[config.mk]
export PLATFORM = sky130hd
export DESIGN_NAME = calc_key_entry
export DESIGN_NICKNAME = d
export VERILOG_FILES = /design/src/rtl/calc_pkg.sv /design/src/rtl/calc_key_entry_scancode_to_digit.sv /design/src/rtl/calc_key_entry.sv
export SDC_FILE = /design/constraint.sdc
export NUM_CORES = 1
export LEC_CHECK = 0
export ABC_AREA = 0
export ABC_CLOCK_PERIOD_IN_PS = 6600
export CAP_MARGIN = 20
export CORE_AREA = 3 3 219 221
export DETAILED_ROUTE_END_ITERATION = 8
export DIE_AREA = 0 0 222 224
export HOLD_SLACK_MARGIN = 0.08
export PLACE_DENSITY = 0.46
export REMOVE_ABC_BUFFERS = 1
export SLEW_MARGIN = 20
export SYNTH_ARGS = -nofsm -noshare
export SYNTH_HDL_FRONTEND = slang
export SYNTH_HIERARCHICAL = 1
export SYNTH_SLANG_ARGS = --single-unit
[constraint.sdc]
create_clock -name clk -period 6.6 [get_ports clk]
set_input_delay 1.32 -clock clk [delete_from_list [all_inputs] [get_ports clk]]
set_output_delay 1.32 -clock clk [all_outputs]
set_load 0.02 [all_outputs]
[src/rtl/calc_pkg.sv]
// ---------------------------------------------------------------------------
// calc_pkg
// Shared definitions for the calculator key-entry slice: PS/2 scancode
// constants (9-bit, bit 8 = E0-extended), the entry FSM state encoding,
// operator codes and the display formatting helper.
// ---------------------------------------------------------------------------
package calc_pkg;

  // Digit scancodes (main keyboard row)
  localparam logic [8:0] SC_0        = 9'h045;
  localparam logic [8:0] SC_1        = 9'h016;
  localparam logic [8:0] SC_2        = 9'h01E;
  localparam logic [8:0] SC_3        = 9'h026;
  localparam logic [8:0] SC_4        = 9'h025;
  localparam logic [8:0] SC_5        = 9'h02E;
  localparam logic [8:0] SC_6        = 9'h036;
  localparam logic [8:0] SC_7        = 9'h03D;
  localparam logic [8:0] SC_8        = 9'h03E;
  localparam logic [8:0] SC_9        = 9'h046;

  // Operator, enter and clear scancodes
  localparam logic [8:0] SC_ADD      = 9'h079;
  localparam logic [8:0] SC_SUB      = 9'h07B;
  localparam logic [8:0] SC_MUL      = 9'h07C;
  localparam logic [8:0] SC_ENTER    = 9'h05A;
  localparam logic [8:0] SC_KP_ENTER = 9'h15A;
  localparam logic [8:0] SC_CLEAR    = 9'h076;

  localparam logic [15:0] DISP_BLANK = 16'hFFFF;

  typedef enum logic [2:0] {
    ST_IDLE    = 3'd0,
    ST_ENTER_A = 3'd1,
    ST_OP_SET  = 3'd2,
    ST_ENTER_B = 3'd3,
    ST_RESULT  = 3'd4
  } state_t;

  typedef enum logic [1:0] {
    OP_ADD = 2'b00,
    OP_SUB = 2'b01,
    OP_MUL = 2'b10
  } op_t;

  // Right-justify a two-digit BCD operand on four nibbles; positions beyond
  // the number of digits typed so far stay blank (4'hF).
  function automatic logic [15:0] disp_of(input logic [7:0] val, input logic [1:0] cnt);
    logic [15:0] res;
    case (cnt)
      2'd1:    res = {12'hFFF, val[3:0]};
      2'd2:    res = {8'hFF, val};
      default: res = DISP_BLANK;
    endcase
    return res;
  endfunction

endpackage

[src/rtl/calc_key_entry_scancode_to_digit.sv]
// ---------------------------------------------------------------------------
// scancode_to_digit
// Combinational decode of a 9-bit scancode into a decimal digit.
//   i_code     : 9-bit scancode (bit 8 = E0-extended)
//   o_is_digit : 1 when i_code is one of the ten digit keys
//   o_digit    : decoded value 0-9 (0 when not a digit)
// E0-prefixed codes never match, since all 9 bits are compared.
// ---------------------------------------------------------------------------
module scancode_to_digit
  import calc_pkg::*;
(
  input  logic [8:0] i_code,
  output logic       o_is_digit,
  output logic [3:0] o_digit
);

  // Scancode lookup
  always_comb begin
    o_is_digit = 1'b1;
    o_digit    = 4'd0;
    case (i_code)
      SC_0:    o_digit = 4'd0;
      SC_1:    o_digit = 4'd1;
      SC_2:    o_digit = 4'd2;
      SC_3:    o_digit = 4'd3;
      SC_4:    o_digit = 4'd4;
      SC_5:    o_digit = 4'd5;
      SC_6:    o_digit = 4'd6;
      SC_7:    o_digit = 4'd7;
      SC_8:    o_digit = 4'd8;
      SC_9:    o_digit = 4'd9;
      default: begin
        o_is_digit = 1'b0;
        o_digit    = 4'd0;
      end
    endcase
  end

endmodule

[src/rtl/calc_key_entry.sv]
// ---------------------------------------------------------------------------
// calc_key_entry
// Turns PS/2 key events into a two-operand calculator expression.
//   clk, rst     : clock, synchronous active-high reset
//   key_valid    : one-cycle event strobe (make or break)
//   last_change  : 9-bit scancode of the event
//   key_down     : 512-bit pressed map from the decoder
//   val_a, val_b : operands, two BCD digits each
//   op           : 00 add, 01 sub, 10 mul
//   calc_go      : one-cycle pulse when Enter commits an expression
//   disp_digits  : four BCD nibbles for the display scanner (F = blank)
//   curr_state   : FSM state encoding for LEDs
// All outputs are registered and change one cycle after the accepted event.
// ---------------------------------------------------------------------------
module calc_key_entry
  import calc_pkg::*;
(
  input  logic         clk,
  input  logic         rst,
  input  logic         key_valid,
  input  logic [8:0]   last_change,
  input  logic [511:0] key_down,
  output logic [7:0]   val_a,
  output logic [7:0]   val_b,
  output logic [1:0]   op,
  output logic         calc_go,
  output logic [15:0]  disp_digits,
  output logic [2:0]   curr_state
);

  state_t      r_state, w_state_next;
  logic [7:0]  r_val_a, w_val_a_next;
  logic [7:0]  r_val_b, w_val_b_next;
  logic [1:0]  r_cnt_a, w_cnt_a_next;
  logic [1:0]  r_cnt_b, w_cnt_b_next;
  op_t         r_op, w_op_next;
  logic        r_calc_go, w_calc_go_next;
  logic [15:0] r_disp, w_disp_next;
  logic [8:0]  r_last_code, w_last_code_next;
  logic        r_armed, w_armed_next;

  logic        w_is_digit;
  logic [3:0]  w_digit;
  logic        w_is_op;
  op_t         w_op_code;
  logic        w_is_enter;
  logic        w_is_clear;
  logic        w_is_make;
  logic        w_same_code;
  logic        w_press;
  logic        w_rearm;

  scancode_to_digit u_digit (
    .i_code     (last_change),
    .o_is_digit (w_is_digit),
    .o_digit    (w_digit)
  );

  assign w_is_make   = key_valid & key_down[last_change];
  assign w_same_code = (last_change == r_last_code);
  // A make of the remembered code while disarmed is typematic repeat.
  assign w_press     = w_is_make & ~(w_same_code & ~r_armed);
  assign w_rearm     = key_valid & ~key_down[last_change] & w_same_code;
  assign w_is_enter  = (last_change == SC_ENTER) | (last_change == SC_KP_ENTER);
  assign w_is_clear  = (last_change == SC_CLEAR);

  // Operator key decode
  always_comb begin
    w_is_op   = 1'b1;
    w_op_code = OP_ADD;
    case (last_change)
      SC_ADD:  w_op_code = OP_ADD;
      SC_SUB:  w_op_code = OP_SUB;
      SC_MUL:  w_op_code = OP_MUL;
      default: begin
        w_is_op   = 1'b0;
        w_op_code = OP_ADD;
      end
    endcase
  end

  // Repeat filter, entry FSM next state and next output values
  always_comb begin
    w_state_next     = r_state;
    w_val_a_next     = r_val_a;
    w_val_b_next     = r_val_b;
    w_cnt_a_next     = r_cnt_a;
    w_cnt_b_next     = r_cnt_b;
    w_op_next        = r_op;
    w_calc_go_next   = 1'b0;
    w_last_code_next = r_last_code;
    w_armed_next     = r_armed;
    w_disp_next      = DISP_BLANK;

    if (w_press) begin
      w_last_code_next = last_change;
      w_armed_next     = 1'b0;
    end else if (w_rearm) begin
      w_armed_next = 1'b1;
    end else begin
      w_armed_next = r_armed;
    end

    if (w_press && w_is_clear) begin
      w_state_next = ST_IDLE;
      w_val_a_next = 8'h00;
      w_val_b_next = 8'h00;
      w_cnt_a_next = 2'd0;
      w_cnt_b_next = 2'd0;
      w_op_next    = OP_ADD;
    end else if (w_press) begin
      case (r_state)
        ST_IDLE: begin
          if (w_is_digit) begin
            w_val_a_next = {4'h0, w_digit};
            w_cnt_a_next = 2'd1;
            w_state_next = ST_ENTER_A;
          end else begin
            w_state_next = ST_IDLE;
          end
        end
        ST_ENTER_A: begin
          if (w_is_digit) begin
            // A third digit is dropped rather than scrolling the operand.
            if (r_cnt_a == 2'd1) begin
              w_val_a_next = {r_val_a[3:0], w_digit};
              w_cnt_a_next = 2'd2;
            end else begin
              w_cnt_a_next = r_cnt_a;
            end
          end else if (w_is_op) begin
            w_op_next    = w_op_code;
            w_state_next = ST_OP_SET;
          end else begin
            w_state_next = ST_ENTER_A;
          end
        end
        ST_OP_SET: begin
          if (w_is_op) begin
            w_op_next = w_op_code;
          end else if (w_is_digit) begin
            w_val_b_next = {4'h0, w_digit};
            w_cnt_b_next = 2'd1;
            w_state_next = ST_ENTER_B;
          end else begin
            w_state_next = ST_OP_SET;
          end
        end
        ST_ENTER_B: begin
          if (w_is_digit) begin
            if (r_cnt_b == 2'd1) begin
              w_val_b_next = {r_val_b[3:0], w_digit};
              w_cnt_b_next = 2'd2;
            end else begin
              w_cnt_b_next = r_cnt_b;
            end
          end else if (w_is_enter) begin
            w_calc_go_next = 1'b1;
            w_state_next   = ST_RESULT;
          end else begin
            w_state_next = ST_ENTER_B;
          end
        end
        ST_RESULT: begin
          // A new digit starts a fresh expression; op is kept.
          if (w_is_digit) begin
            w_val_b_next = 8'h00;
            w_cnt_b_next = 2'd0;
            w_val_a_next = {4'h0, w_digit};
            w_cnt_a_next = 2'd1;
            w_state_next = ST_ENTER_A;
          end else begin
            w_state_next = ST_RESULT;
          end
        end
        default: w_state_next = ST_IDLE;
      endcase
    end else begin
      // Illegal encodings recover even without a key event.
      case (r_state)
        ST_IDLE, ST_ENTER_A, ST_OP_SET, ST_ENTER_B, ST_RESULT: w_state_next = r_state;
        default: w_state_next = ST_IDLE;
      endcase
    end

    case (w_state_next)
      ST_ENTER_A, ST_OP_SET: w_disp_next = disp_of(w_val_a_next, w_cnt_a_next);
      ST_ENTER_B:            w_disp_next = disp_of(w_val_b_next, w_cnt_b_next);
      default:               w_disp_next = DISP_BLANK;
    endcase
  end

  // State, operand, filter and output registers
  always_ff @(posedge clk) begin
    if (rst) begin
      r_state     <= ST_IDLE;
      r_val_a     <= 8'h00;
      r_val_b     <= 8'h00;
      r_cnt_a     <= 2'd0;
      r_cnt_b     <= 2'd0;
      r_op        <= OP_ADD;
      r_calc_go   <= 1'b0;
      r_disp      <= DISP_BLANK;
      r_last_code <= 9'h000;
      r_armed     <= 1'b1;
    end else begin
      r_state     <= w_state_next;
      r_val_a     <= w_val_a_next;
      r_val_b     <= w_val_b_next;
      r_cnt_a     <= w_cnt_a_next;
      r_cnt_b     <= w_cnt_b_next;
      r_op        <= w_op_next;
      r_calc_go   <= w_calc_go_next;
      r_disp      <= w_disp_next;
      r_last_code <= w_last_code_next;
      r_armed     <= w_armed_next;
    end
  end

  assign val_a       = r_val_a;
  assign val_b       = r_val_b;
  assign op          = r_op;
  assign calc_go     = r_calc_go;
  assign disp_digits = r_disp;
  assign curr_state  = r_state;

endmodule

==> summary.txt, run 1 <==
Route
  – Routed wl met3: approximately 3200 um
  – 1st-pass router iterations: 5
  – DR WL/cell: around 25 um
  – Highest Signal Layer: met4
  – Vias: between 9000 and 10000
  – Number of vias per cell: roughly 4.7
  – DRT antenna net count: 0
  – Met1 WL: approximately 19000 um
  – DR iter-0 viols: around 480
  – Post-route DRC: 0
  – WL met2: 25530 um
  – Post-Route WL: between 40000 and 50000 um

Global routing
  – Initial antenna violation count: 7
  – Global-route wire length before repair: 69480 um
  – Vias in the first global route: roughly 10000
  – Pin count of the biggest net entering global routing: slightly below 60
  – Gr usage total: a little under a fifth
  – Total grt overflow: 0

Pwr
  – Share of power burned in the clock network: between 10% and 20%
  – Leak pwr: 4.940 nW
  – Sequential share of power: between 20% and 30%
  – Int Power: between 0.8 and 0.9 mW
  – Pwr per Cell Area: between 90 and 100 nW/um2
  – Gate power share: approximately three fifths
  – Maximum VDD drop: 0.00009338 V
  – Switching share of power: 31.55%
  – Psw: between 0.4 and 0.5 mW

Synth
  – Synth Area in Compound Gates: 17.60%
  – Dominant cell type by area after synthesis: mux4_2
  – Top cells by area, synth: mux4_2 (25%), mux2i_1 (13%), dfxtp_1 (12%)
  – Synth Warn #: 6
  – Post-synthesis simple-gate area fraction: approximately 18%
  – Synth Register Bits: 44
  – Share of the yosys chip area belonging to registers: about an eighth
  – XOR/XNOR share of the synthesized area: under 10%
  – Synth Area in Adders: less than 1%
  – Post-synth top area share: 24.72%
  – Async SR Flop Fraction: 0%
  – Mapped Area: 7471 um2
  – Number of flops mapped to enable cells by yosys: 0
  – Mux cell area share after synthesis: a little over two fifths
  – Largest family of logic cells by synthesized area: multiplexers
  – Post-Synthesis Cells: ~800
  – Ys flop type: dfxtp_1
  – Distinct cell type count after synthesis: 77
  – Syn avg cell area: slightly above 9 um2

Final layout
  – Layout cells sized above 1: 12.78%
  – Commonest cells after routing, fill and taps aside: clkdlybuf4s50_1 (546), mux2i_1 (96), nand2_1 (92)
  – Register area: between 800 and 900 um2
  – Multi-input logic area: 5998 um2
  – Synth-to-layout area growth: 84.84%
  – Final core occ: between 20 and 30%
  – Filler cells: 4862
  – # nets final: ~1900
  – Most common cell after layout, fill and taps aside: clkdlybuf4s50_1

Status
  – Status: completed

Timing
  – Max frequency: 0.1746 GHz
  – Slew Limit Fails: 0
  – Tmin final: about 5.7 ns
  – Max transition margin: between 30% and 40%
  – Final Hold Vio Count: 0
  – Slew @ Worst Pin: ~0.9 ns
  – Final setup vio count: 0
  – Worst Clk Skew: 0.003880 ns
  – RSZ-0062 raised after global routing: false
  – WHS: about 0.47 ns
  – Final setup TNS: 0 ns
  – Final period util: 86.78%

CTS
  – Cts hold-fix bufs: 0
  – CTS Buf Count: 5
  – Clk_lat worst skew: between 0.2 and 0.3 ns
  – H-tree Lvls: 2
  – CTS tree: yes
  – Clock buffer depth: 2
  – PostCTS Resize Cnt: 0
  – Clk sinks: 44
  – Root Driver: clkbuf_16
  – Clock-pin slew on the worst setup and hold paths: about 0.060 ns
  – Postcts setup bufs: 0

Worst setup path
  – Setup crit end kind: flop
  – Required @ worst endpoint: roughly 6.8 ns
  – CP Data Arrival Time: 5.87 ns
  – R2r setup slk: a little over 3 ns
  – Setup crit start kind: primary input
  – Critical path type: in2reg
  – Crit Path Max Fanout: 16

Job
  – Max-cap violation count: 0

Placement
  – RePlAce Congestion: around 0.9
  – Detailed Place HPWL: around 42000 um
  – Port Buf Inserts: between 500 and 600

Floorplanning
  – I/O pin count: between 500 and 600
  – Initial Util: between 10% and 20%
  – Core area: around 46000 um2
  – Die width: 222 um
  – Die Y: between 200 and 250 um
  – Die area: approximately 50000 um2
  – Num rows: 79

Hold path
  – Worst hold path type: reg2reg
==> path summary, 6_finish.rpt <==
| path | cells past startpoint | from | endpoint |
|---|---|---|---|
| worst min register to register | 2 | r_last_code[5] | r_last_code[5] |
| worst min-delay path | 2 | r_last_code[5] | r_last_code[5] |
| worst max-delay path | 17 | last_change[0] | disp_digits[6] |
| worst max register to register | 14 | r_last_code[0] | disp_digits[6] |
==> cell type report <==
| type | instances | area share (%) |
|---|---|---|
| multi-input combinational | 677 | 43.44 |
| timing repair buffer | 602 | 43.15 |
| sequential | 44 | 6.379 |
| tap | 607 | 5.500 |
| clock buffer | 5 | 0.9060 |
| inverter | 15 | 0.4077 |
| clock inverter | 3 | 0.1359 |
| antenna | 5 | 0.09060 |
==> flip-flops by register name (all words and copies together), names as in the netlist <==
name         flops
curr_state       3
val_a            8
r_cnt_b          2
op               2
r_cnt_a          2
r_armed          1
disp_digits      8
calc_go          1
r_last_code      9
val_b            8
==> logic make-up after synthesis <==
group | Yosys count
xor+xnor | 12
simple gates | 271
buf+inv | 101
other cells | 1
compound gates | 187
flops | 44
mux | 195
fa+ha+maj | 4
==> routing by layer <==
layer / track usage, % / vias up
met3: 3.499 / 36
met2: 35.10 / 409
li1: - / 4286
met1: 22.45 / 4467
met5: 0 / -
met4: 4.025 / 0
==> worst max-delay path, stage by stage <==
cell and delay [ns]:
buf_4 0.29, buf_4 0.37, mux4_2 0.55, mux4_2 0.55, nor3b_1 0.17, o41a_1 0.40
and4_4 0.27, nand2_2 0.23, nor2_1 0.13, or2_2 0.30, ha_1 0.34, nor2_1 0.20
mux2i_1 0.11, nor2_1 0.11, o21ai_0 0.08, mux2i_1 0.26, o221ai_1 0.17
==> through the flow <==
stage | total power, mW | instances | worst slack (ns) | instance area, um2
after global routing | 1.362 | 1956 | 0.4981 | 13800
after detailed placement | 1.057 | 1945 | 0.5299 | 13650
after floorplan | 0.5374 | 736 | 0.9625 | 6928
final | 1.290 | 1958 | 0.8726 | 13810
after CTS | 1.306 | 1953 | 0.8247 | 13800
after global placement | 1.052 | 1945 | 0.5535 | 13650
==> cell usage after synthesis (all sizes together) (5+ instances only) <==
master / number
nor2b: 11
o2111ai: 6
and2: 5
mux2: 7
nor2: 57
o211ai: 6
a32oi: 13
a22o: 7
dfxtp: 44
a31oi: 14
clkbuf: 27
nand4: 5
a22oi: 23
o21ai: 17
a211oi: 9
a311oi: 5
a21oi: 42
buf: 59
inv: 15
mux4: 92
nand2b: 13
xnor2: 7
o22ai: 11
mux2i: 96
nand3b: 5
o221ai: 7
nor3b: 6
o31ai: 5
nand2: 93
nor3: 19
nand3: 27
or3: 7
xor2: 5
==> power groups by stage <==
| stage | sequential, mW | combinational (mW) | clock (mW) |
|---|---|---|---|
| 2_1_floorplan | 0.290 | 0.248 | 0 |
| 3_3_place_gp | 0.286 | 0.766 | 0 |
| 3_5_place_dp | 0.287 | 0.770 | 0 |
| 4_1_cts | 0.281 | 0.773 | 0.252 |
| 5_1_grt | 0.282 | 0.815 | 0.266 |
| 6_report | 0.281 | 0.762 | 0.247 |
(Power assumes the default switching activity.)
==> run 2, diff against run 1 <==
GPL_TIMING_DRIVEN = 0   (was default)
==> run 2 against run 1 <==
Effect of this change: flip-flop and latch count is the same; critical path type unchanged; clock power is 2% lower; global-route usage shrank 0.98 points; combinational power decreased by 2%; first-iteration DRC count decreased by 14%; sequential power hardly changed; utilization down 0.29 points; sequential share of layout area rose by 0.062 points.
==> summary.txt, run 2 (synthesis gave the netlist of run 1 again) <==
Status
  – Status: completed

Placement
  – Detailed Place HPWL: ~40000 um
  – DP Worst Slack: -0.8214 ns
  – Inst Count DP: 1907
  – RePlAce Congestion: about 0.86
  – Port Buf Inserts: 553

Pwr
  – Leak pwr: between 4 and 5 nW
  – Pwr per Cell Area: between 90 and 100 nW/um2
  – Maximum VDD drop: about 0.000095 V

Global routing
  – Pin count of the biggest net entering global routing: 62
  – Initial antenna violation count: 8
  – Vias in the first global route: 9674
  – Global-route wire length before repair: approximately 66000 um
  – Gr usage total: about 18%
  – Total grt overflow: 0

Route
  – Number of vias per cell: about 4.7
  – Post-Route WL: roughly 47000 um
  – Post-route DRC: 0
  – DR iter-0 viols: approximately 410
  – 1st-pass router iterations: 5
  – DRT antenna net count: 0
  – Vias: 8956
  – DR WL/cell: between 20 and 25 um

Floorplanning
  – I/O pin count: ~560
  – Num rows: 79
  – Die Y: 224 um
  – Initial Util: roughly 16%
  – Core area: 46360 um2
  – Die area: roughly 50000 um2
  – Die width: roughly 220 um

Timing
  – Worst Clk Skew: about 0.006 ns
  – Final Hold Vio Count: 0
  – RSZ-0062 raised after global routing: false
  – Final period util: approximately 95%
  – Slew Limit Fails: 0
  – Max frequency: ~0.16 GHz
  – Slew @ Worst Pin: roughly 0.89 ns
  – Final worst slack: about 0.36 ns
  – Max transition margin: roughly two fifths
  – Tmin final: roughly 6.2 ns
  – Final setup vio count: 0

Final layout
  – Layout cells sized above 1: a little over a tenth
  – # nets final: around 1800
  – Register area: around 880 um2
  – Multi-input logic area: approximately 6000 um2
  – Top reg by flops: r_last_code
  – Max FFs per register: 9
  – Filler cells: 4911
  – Commonest cells after routing, fill and taps aside: clkdlybuf4s50_1 (545), mux2i_1 (96), nand2_1 (92)
  – Most common cell after layout, fill and taps aside: clkdlybuf4s50_1
  – Fin cells: approximately 1900
  – Synth-to-layout area growth: 83.07%

Hold path
  – Worst Hold Launch: r_last_code[2]
  – WHS Path Cells: 2
  – Worst hold path type: reg2reg
  – Hold endpoint: r_last_code[2]

Worst setup path
  – Worst path depth: 20
  – CP most frequent cell: nor2_1
  – Critical path type: in2reg
  – Bufs and invs on worst path: 3
  – Reg2reg start: r_last_code[6]
  – Worst path cell trace: buf_12 -> buf_16 -> mux4_1 -> nor2_1 -> o311ai_0 -> o32ai_1 -> or3_1 -> o311ai_2 -> nand4_1 -> nor2_4 -> buf_8 -> a32oi_1 -> or2_2 -> ha_1 -> nor2_1 -> mux2i_1 -> nor2_1 -> o21ai_0 -> mux2i_1 -> o221ai_1
  – Crit Path Max Fanout: 61
  – Setup crit end kind: flop
  – CP delay by family, top: simple AND/OR/NAND/NOR gates
  – Worst path max stage delay: 0.40 ns
  – End of the worst register-to-register path: disp_digits[7]
  – CP max-delay cell: or3_1
  – CP Data Arrival Time: 6.37 ns
  – Setup crit start kind: primary input
  – Required @ worst endpoint: between 6 and 7 ns
  – Reg2Reg Depth: 15
  – R2r setup slk: between 2 and 3 ns

CTS
  – CTS Buf Count: 5
  – Clock buffer depth: 2
  – CTS tree: yes
  – H-tree Lvls: 2
  – Clk sinks: 44
  – Root Driver: clkbuf_16
  – Clk_lat worst skew: slightly below 0.3 ns
  – Clock-pin slew on the worst setup and hold paths: ~0.060 ns

Job
  – Max-cap violation count: 0
## run 2: cell type report
class	count	area share (%)
multi-input cells	677	43.98
repair buffers	570	42.52
flip-flops and latches	44	6.440
well taps	607	5.553
clock buffers	5	0.9148
inverters	15	0.4391
clock inverters	2	0.09148
diodes	3	0.05489
## run 2: worst reg2reg max path: cells and delay by family, from the launching register on
kind	cells	cell delay, ns
AOI/OAI and AO/OA	3	0.57
xor gates and xnor gates	1	0.12
muxes	2	0.46
adders and majority gates	1	0.25
buffers and inverters	1	0.20
and+or+nand+nor	7	1.78
DFF	1	0.35
## run 2: repair_timing
action / in CTS / in global routing
endpoints found under the setup margin: 6 / 4
buffers inserted: 1 / 4
hold buffers: 0 / 0
gates cloned: 1 / 0
pin swaps: 1 / 0
gates resized for setup: 1 / 4
## run 2: per-stage QoR
stage	hold slack (ns)	util [%]	total power, mW	TNS [ns]	instance area, um2
floorplan	0.4418	-	0.5374	0	6928
global placement	0.4576	28.52	1.086	-367.47	13220
detailed placement	0.4614	28.99	1.035	-4.468	13440
CTS	0.4706	29.38	1.287	0	13620
global route	0.4998	29.50	1.345	0	13670
finish	0.4693	29.50	1.270	0	13680
## run 2: how the worst max path moves through the flow
stage	start	slack [ns]	endpoint
floorplan	last_change[1]	0.96	disp_digits[4]
global placement	last_change[1]	-10.28	disp_digits[4]
detailed placement	last_change[0]	-0.82	disp_digits[7]
CTS	last_change[1]	0.14	disp_digits[7]
global route	last_change[1]	0.04	disp_digits[5]
finish	last_change[1]	0.36	disp_digits[7]
## run 2: power breakdown
| group | total (mW) | leakage (nW) | internal (mW) | switching [mW] |
|---|---|---|---|---|
| clock | 0.243 | 0.0657 | 0.138 | 0.106 |
| combinational | 0.747 | 4.39 | 0.463 | 0.284 |
| sequential | 0.280 | 0.357 | 0.275 | 0.00562 |
## run 2: routing by layer
metal / vias up / track usage, % / routed length, um
li1: 4231 / - / -
met1: 4302 / 21.69 / 19100
met2: 387 / 33.11 / 24060
met3: 34 / 3.525 / 2916
met4: 2 / 2.807 / 688
met5: - / 0 / 13
